==> src/rtl/decode_ctrl.sv <==
// decode_ctrl -- instruction decode and sequencing for the 4-bit nibble CPU.
//
// Splits the fetched byte into opcode/operand, paces the front end
// (pc_en / pc_load / fetch_en) and issues one-cycle execute controls to
// the accumulator/ALU/IO datapath. Keeps the C/Z flag register used by
// the conditional jumps.
//
// Optional feature macro: DECODE_ILLEGAL_TRAP_EN
//   defined   : opcode E traps (sticky trap=1) and halts
//   undefined : opcode E is a NOP, trap tied low
//
// Parameter START_ON_RESET : 0 wait for go in IDLE, 1 start fetching at once.
//
// Ports
//   clk, reset (async, active low), go
//   instr[7:0]          fetch register output
//   alu_c, alu_z        ALU flags of the current operation
//   pc_en, pc_load, pc_d[11:0], fetch_en   front-end control
//   oprnd[3:0]          latched operand nibble
//   alu_sel[2:0], acc_en, bus_oe, in_en, out_en   datapath controls
//   c_flag, z_flag      flag register
//   halted, trap        status
module decode_ctrl #(
  parameter bit START_ON_RESET = 1'b0
) (
  input  logic        clk,
  input  logic        reset,
  input  logic        go,
  input  logic [7:0]  instr,
  input  logic        alu_c,
  input  logic        alu_z,
  output logic        pc_en,
  output logic        pc_load,
  output logic [11:0] pc_d,
  output logic        fetch_en,
  output logic [3:0]  oprnd,
  output logic [2:0]  alu_sel,
  output logic        acc_en,
  output logic        bus_oe,
  output logic        in_en,
  output logic        out_en,
  output logic        c_flag,
  output logic        z_flag,
  output logic        halted,
  output logic        trap
);

  typedef enum logic [2:0] {
    S_IDLE, S_FETCH, S_DECODE, S_FETCH2, S_EXEC, S_HALT
  } state_t;

  state_t     state, state_nxt;
  logic [7:0] ir;
  logic [3:0] op;
  logic       taken;
  logic       flag_op;
  logic       trap_op;

  assign op    = ir[7:4];
  assign oprnd = ir[3:0];

  // Conditional jumps look only at the registered flags.
  always_comb begin
    taken = 1'b0;
    case (op)
      4'h9:    taken = 1'b1;
      4'hA:    taken = c_flag;
      4'hB:    taken = z_flag;
      4'hC:    taken = ~c_flag;
      4'hD:    taken = ~z_flag;
      default: taken = 1'b0;
    endcase
  end

  assign flag_op = ((op >= 4'h2) && (op <= 4'h5)) || (op == 4'h8);

`ifdef DECODE_ILLEGAL_TRAP_EN
  assign trap_op = (op == 4'hE);
`else
  assign trap_op = 1'b0;
`endif

  // State register
  always_ff @(posedge clk or negedge reset) begin
    if (!reset) state <= S_IDLE;
    else        state <= state_nxt;
  end

  // Next state. DECODE looks at instr directly because IR is only
  // loaded on that same edge.
  always_comb begin
    state_nxt = state;
    case (state)
      S_IDLE:   if (START_ON_RESET || go) state_nxt = S_FETCH;
      S_FETCH:  state_nxt = S_DECODE;
      S_DECODE: state_nxt = ((instr[7:4] >= 4'h9) && (instr[7:4] <= 4'hD))
                            ? S_FETCH2 : S_EXEC;
      S_FETCH2: state_nxt = S_EXEC;
      S_EXEC:   state_nxt = ((op == 4'hF) || trap_op) ? S_HALT : S_FETCH;
      S_HALT:   state_nxt = S_HALT;
      default:  state_nxt = S_IDLE;
    endcase
  end

  // IR and flag register
  always_ff @(posedge clk or negedge reset) begin
    if (!reset) begin
      ir     <= 8'h00;
      c_flag <= 1'b0;
      z_flag <= 1'b0;
    end else begin
      if (state == S_DECODE) ir <= instr;
      if ((state == S_EXEC) && flag_op) begin
        c_flag <= alu_c;
        z_flag <= alu_z;
      end
    end
  end

`ifdef DECODE_ILLEGAL_TRAP_EN
  logic trap_q;
  always_ff @(posedge clk or negedge reset) begin
    if (!reset)                          trap_q <= 1'b0;
    else if ((state == S_EXEC) && trap_op) trap_q <= 1'b1;
  end
  assign trap = trap_q;
`else
  assign trap = 1'b0;
`endif

  // Moore outputs; pc_d is the only one that reads instr (low address byte).
  always_comb begin
    pc_en    = 1'b0;
    pc_load  = 1'b0;
    pc_d     = 12'h000;
    fetch_en = 1'b0;
    alu_sel  = 3'b000;
    acc_en   = 1'b0;
    bus_oe   = 1'b0;
    in_en    = 1'b0;
    out_en   = 1'b0;
    halted   = 1'b0;
    case (state)
      S_FETCH, S_FETCH2: begin
        fetch_en = 1'b1;
        pc_en    = 1'b1;
      end
      S_EXEC: begin
        case (op)
          4'h1: begin bus_oe = 1'b1; acc_en = 1'b1; end
          4'h2, 4'h3, 4'h4, 4'h5: begin
            bus_oe  = 1'b1;
            acc_en  = 1'b1;
            alu_sel = op[2:0] - 3'd1;
          end
          4'h6: out_en = 1'b1;
          4'h7: begin in_en = 1'b1; acc_en = 1'b1; end
          4'h8: begin bus_oe = 1'b1; alu_sel = 3'b010; end
          4'h9, 4'hA, 4'hB, 4'hC, 4'hD: begin
            pc_load = taken;
            pc_d    = taken ? {ir[3:0], instr} : 12'h000;
          end
          default: ;
        endcase
      end
      S_HALT: halted = 1'b1;
      default: ;
    endcase
  end

endmodule

==> config.mk <==
export PLATFORM = sky130hd
export DESIGN_NAME = decode_ctrl
export DESIGN_NICKNAME = d
export VERILOG_FILES = /design/src/rtl/decode_ctrl.sv
export SDC_FILE = /design/constraint.sdc
export NUM_CORES = 1
export LEC_CHECK = 0
export ABC_AREA = 1
export CAP_MARGIN = 0
export CORE_MARGIN = 2
export CORE_UTILIZATION = 46
export CTS_CLUSTER_DIAMETER = 60
export DETAILED_ROUTE_END_ITERATION = 12
export PLACE_DENSITY = 0.92
export SYNTH_ARGS = -nofsm -noshare
export SYNTH_HDL_FRONTEND = slang
export SYNTH_SLANG_ARGS = --single-unit
==> constraint.sdc <==
create_clock -name clk -period 2.48 [get_ports clk]
set_clock_uncertainty 0.1 [all_clocks]
set_input_delay 0.372 -clock clk [delete_from_list [all_inputs] [get_ports clk]]
set_output_delay 0.372 -clock clk [all_outputs]
set_load 0.02 [all_outputs]
-- Yosys cells after proc, flatten, opt, wreduce, memory -nomap -nowiden
Cells that the tools add are included.
- add/sub/neg operators: 1
- $mul: 0
- div/mod/pow operators: 0
- order comparisons: 4
- equal/unequal tests: 20
- shifts and indexed selects: 0
- multiplexer cells: 22
- bitwise gates (word level): 2
- reduce and logical (&&, ||, !) cells: 10
- operators by type and width (cell ; number):
    12-bit 2-to-1 mux ; 3
    4-bit equality test, second input constant ; 7
    3-bit one-hot mux with 6 select lines ; 1
    4-bit by 3-bit equality test with 1-bit output, second input constant ; 4
    1-bit 2-to-1 mux ; 12
    3-bit 2-to-1 mux ; 4
    6-bit OR reduction ; 2
    4-bit by 2-bit equality test with 1-bit output, second input constant ; 2
    3-bit by 2-bit equality test with 1-bit output, second input constant ; 2
    3-bit equality test, second input constant ; 2
    3-bit one-hot mux with 2 select lines ; 1
    1-bit one-hot mux with 5 select lines ; 1
    5-bit OR reduction ; 1
    4-bit by 1-bit equality test with 1-bit output, second input constant ; 1
    4-bit by 2-bit greater-or-equal comparator with 1-bit output, second input constant ; 1
    4-bit greater-or-equal comparator, second input constant ; 1
    4-bit by 3-bit less-or-equal comparator with 1-bit output, second input constant ; 1
    4-bit less-or-equal comparator, second input constant ; 1
    4-bit OR reduction ; 1
    3-bit by 1-bit equality test with 1-bit output, second input constant ; 1
    1-bit logical AND ; 3
    3-bit zero test ; 1
    3-bit by 1-bit subtractor with 3-bit output, second input constant ; 1
    2-bit inequality test, second input constant ; 1
    3 further kinds ; 4
- register bits: 13
- bits in latches: 0
- RAM bits: 0
- ROM bits: 0
- input bits: 13
- output and inout bits: 30
- logic and storage cells: 63
- memories: 0

-- Logic depth before layout (Yosys ltp)
- depth in word-level cells: 5
- depth in mapped cells: 9
- gate-level depth less buffers: 9

-- Worst setup path after synthesis
Ideal clock, no wire load.
- kind: register -> output
- start: reg ir[4]
- end: out pc_d[10]
- data arrival time: 1.367 ns
- slack: 0.641 ns
- cell stages (with the launch flop): 10
- cell sequence: dfrtp_1 > inv_1 > ha_1 > inv_1 > nor2_1 > nand2_1 > nand3_1 > nand2_4 > buf_6 > nor2_2
- cells in the longest elaborated chain, start to end: 5
- ends and longest elaborated chain (item ; line ; source):
    from (decl) ; 53 ; logic [7:0] ir;
    from (signal assigned) ; 112 ; if (state == S_DECODE) ir <= instr;
    4-bit equality test ; 65, 149 ;
    1-bit one-hot mux with 5 select lines ; 65 ; case (op)
    12-bit 2-to-1 mux ; 161 ; pc_d = taken ? {ir[3:0], instr} : 12'h000;
    12-bit 2-to-1 mux (*) ; 149 ; case (op)
    12-bit 2-to-1 mux (*) ; 143 ; case (state)
    to (decl) ; 34 ; output logic [11:0] pc_d,
Every way passes the cells marked *; elsewhere a longest branch is shown, timed or not.

-- Worst setup path in the final report
- start: reg ir[4]
- end: out bus_oe
- cells in the longest elaborated chain, start to end: 4
- ends and longest elaborated chain (item ; line ; source):
    4-bit equality test (tied with other cells) ; 149 ;
    6-bit OR reduction (no source line) (*) ; -- ;
    1-bit 2-to-1 mux (*) ; 149 ;
    1-bit 2-to-1 mux (*) ; 143 ;
    to (decl) ; 39 ; output logic bus_oe,
Marked as above.

==> impl_results.md <==
* Crit start category: register
* P&R area growth vs syn at 32.0%
* Final HPWL DP at 1840 um
* Final antenna-violating net count at 0
* Initial antenna violation count at 0
* Yosys warning total at 0
* Slew headroom at 0.620
* Logic gate share of total power at 0.632
* CORE AREA at approximately 2200 um2
* Clock Latency Late Sink at 0.28 ns
* Peak supply drop at around 740 uV
* Reg2Reg Setup Slack at approximately 0.95 ns
* XOR/XNOR Fraction of Synth Area at 0.00806
* Chip Width at about 53 um
* M1 GR Usage at 0.233
* FF/Latch Area at 325 um2
* Final instance count without filler cells at 220
* Total number of vias at around 1000
* Worst slew pin tran at 0.569 ns
* Pleak at ~0.83 nW
* Most frequent CP cell: nand3_1
* Mean Syn Cell Area at between 7 and 8 um2
* CP required at roughly 2 ns
* IO Count at 43
* Filler cell count at 190
* FF-to-FF End: state[0]
* Critical path capture point type: primary output
* NetSw at 0.767 mW
* Post-layout util at 0.648
* Gpl congestion at about 0.85
* Fin crit period at 2.29 ns
* Detailed-route DRC error count at 0
* Post-Route Setup TNS at 0 ns
* Nets at around 210
* Grt ovf at 0
* First-pass GRT wire length at approximately 4000 um
* Footprint of the multi-input gates at 558 um2
* Buf/Inv on CP at 2
* Gr usage total at 0.194
* Seq cells post-synth at 13
* Die Area at about 2800 um2
* Ant. Diodes at 0
* Share of cells above drive strength 1 at 0.234
* Clock Power Share at 0.087
* Drt wl/cell at ~11 um
* Sequential area share after synthesis at 0.300
* Drt total wl at ~2300 um
* Mux cell area share after synthesis at 0
* Netlist Area Pre-Place at roughly 1100 um2
* CP top delay family: buffers and inverters
* CP Cell Sequence: inv_1 > ha_1 > o21ai_1 > nand3_1 > nand2_1 > nand3_1 > dlygate4sd2_1
* Clock Path Buffers at 2
* Status: complete, no violations
* DR iter-0 viols at 5
* Internal power at 0.788 mW
* RSZ-0062 raised after global routing: false
* Most used routing layer: met2
* Drt first pass iters at 4
* Synth Area in Adders at 0.0576
* Flop pwr share at 0.281
* Net count after synthesis at between 150 and 200
* Met2 usage at 0.327
* Pwr per Cell Area at 1080 nW/um2
* Vias in the first global route at between 900 and 1000
* Total clock sinks at 13
* CTS Buf Count at 3
* CP max stage delay at approximately 0.40 ns
* Switching part of the total at 0.493
* Drt via density at 4.72
* CTS tree: built
* Largest net degree at the start of global routing at 18
* Period utilization at 0.923
* CP Max Fanout at 4
* Die Y at approximately 53 um
* Mapped Cells at 154
* CTS clk-pin slew, worst paths at around 0.080 ns
* Std cell rows at 17
* Global routing usage on met3 at 0.0371
* Fin. Hold Viols at 0
* I/O Buffers at 41
* Crit Path Category: register to primary output
* Main combinational cell family by area after synthesis: simple AND/OR/NAND/NOR gates
* Max-slew violations at 0
* Post-synthesis simple-gate area fraction at 0.331
* Fmax at ~440 MHz
* Clock root buffer: clkbuf_4
* Data arrival, critical path at roughly 1.8 ns
* Inst Count DP at 213
* Worst path slowest cell: dfrtp_1
* Netlist cell types at 23
* Worst hold path type: primary input to asynchronous set/reset pin
* Initial Util at 0.491
* H-Tree Depth at 1
* Critical R2R Launch: state[2]
* Reg2Reg Depth at 5
* Max-Cap Viols at 0
* Final Setup Violations at 0
* Synth Area in Compound Gates at 0.112
-- worst max-delay path by stage --
stage	from	endpoint	slack, ns	cells after the start
after floorplan	ir[4]	pc_d[10]	0.64	9
after global placement	ir[4]	pc_d[0]	0.14	9
after detailed placement	ir[4]	pc_d[11]	0.07	9
after CTS	ir[5]	acc_en	0.02	5
after global routing	ir[4]	bus_oe	0.02	7
final	ir[4]	bus_oe	0.19	7
-- synthesized netlist by cell type, drive strengths merged --
master   n  share of area
a31oi    2          0.012
a21oi    3          0.014
o22ai    1         0.0058
o21ai   10          0.074
nor2    25           0.12
nand2   36           0.14
inv     31           0.11
nand3   13          0.060
conb     1         0.0035
dfrtp   13           0.30
nor3     2         0.0092
buf     10          0.079
xnor2    1         0.0081
o21bai   1         0.0069
ha       5          0.058
-- kinds of logic (layout without fill, tap and decap cells) --
group | after synthesis | in the layout
adders and majority gates | 5 | 5
other | 1 | 1
and+or+nand+nor | 76 | 76
AOI/OAI and AO/OA | 17 | 17
xor gates and xnor gates | 1 | 1
DFF | 13 | 13
buffers and inverters | 41 | 79
-- sequential cells by signal, summed over array words and instances, names as in the netlist --
register / flops
c_flag: 1
ir: 8
state: 3
z_flag: 1
-- cells in the final DEF, fill, tap and decap left out, types with 2 or more instances in the layout --
cell,Yosys,routed
nor3_1,2,2
nor2_2,9,9
inv_1,28,28
clkbuf_4,0,3
inv_2,2,2
o21ai_1,2,2
nor2_4,2,2
clkdlybuf4s50_1,0,21
buf_4,7,3
a31oi_1,2,2
nand2_1,33,33
ha_1,5,4
dlygate4sd2_1,0,4
nand2_4,2,2
dfrtp_1,13,13
dlymetal6s2s_1,0,3
nor2_1,14,14
o21ai_2,8,8
clkbuf_2,0,13
a21oi_1,3,3
nand3_1,13,13
-- power by group through the flow --
| stage | Combinational [mW] | Clock, mW | Sequential, mW |
|---|---|---|---|
| 2_1_floorplan | 0.759 | 0 | 0.418 |
| 3_3_place_gp | 0.937 | 0 | 0.436 |
| 3_5_place_dp | 0.956 | 0 | 0.446 |
| 4_1_cts | 0.947 | 0.136 | 0.443 |
| 5_1_grt | 1.10 | 0.148 | 0.450 |
| 6_report | 0.983 | 0.136 | 0.437 |
-- layout make-up --
type	instances	area share
multi-input cells	100	0.389
repair buffers	44	0.258
inverters	31	0.0829
clock buffers	4	0.0183
well taps	28	0.0244
flip-flops and latches	13	0.227
-- per-layer routing --
| metal | part of all wire | wire [um] | vias to the layer above |
|---|---|---|---|
| met5 | 0 | 0 | - |
| met4 | 0.025 | 58 | 0 |
| met3 | 0.064 | 149 | 8 |
| met2 | 0.48 | 1120 | 40 |
| met1 | 0.43 | 995 | 453 |
| li1 | - | - | 537 |
-- metrics by stage --
stage | setup WS (ns) | hold slack, ns | power (mW) | cell area, um2
after floorplan | 0.641 | -0.0236 | 1.18 | 1090
after global placement | 0.138 | 0.433 | 1.37 | 1450
after detailed placement | 0.0736 | 0.443 | 1.40 | 1450
after CTS | 0.0185 | 0.381 | 1.53 | 1450
after global routing | 0.0234 | 0.392 | 1.69 | 1430
final | 0.190 | 0.348 | 1.56 | 1430
-- timing repair --
item,CTS,global route
endpoints found under the setup margin,18,16
resized for setup,18,29
setup buffers,0,3
hold buffers,0,0
No activity file was read; power rests on OpenSTA's default activity.
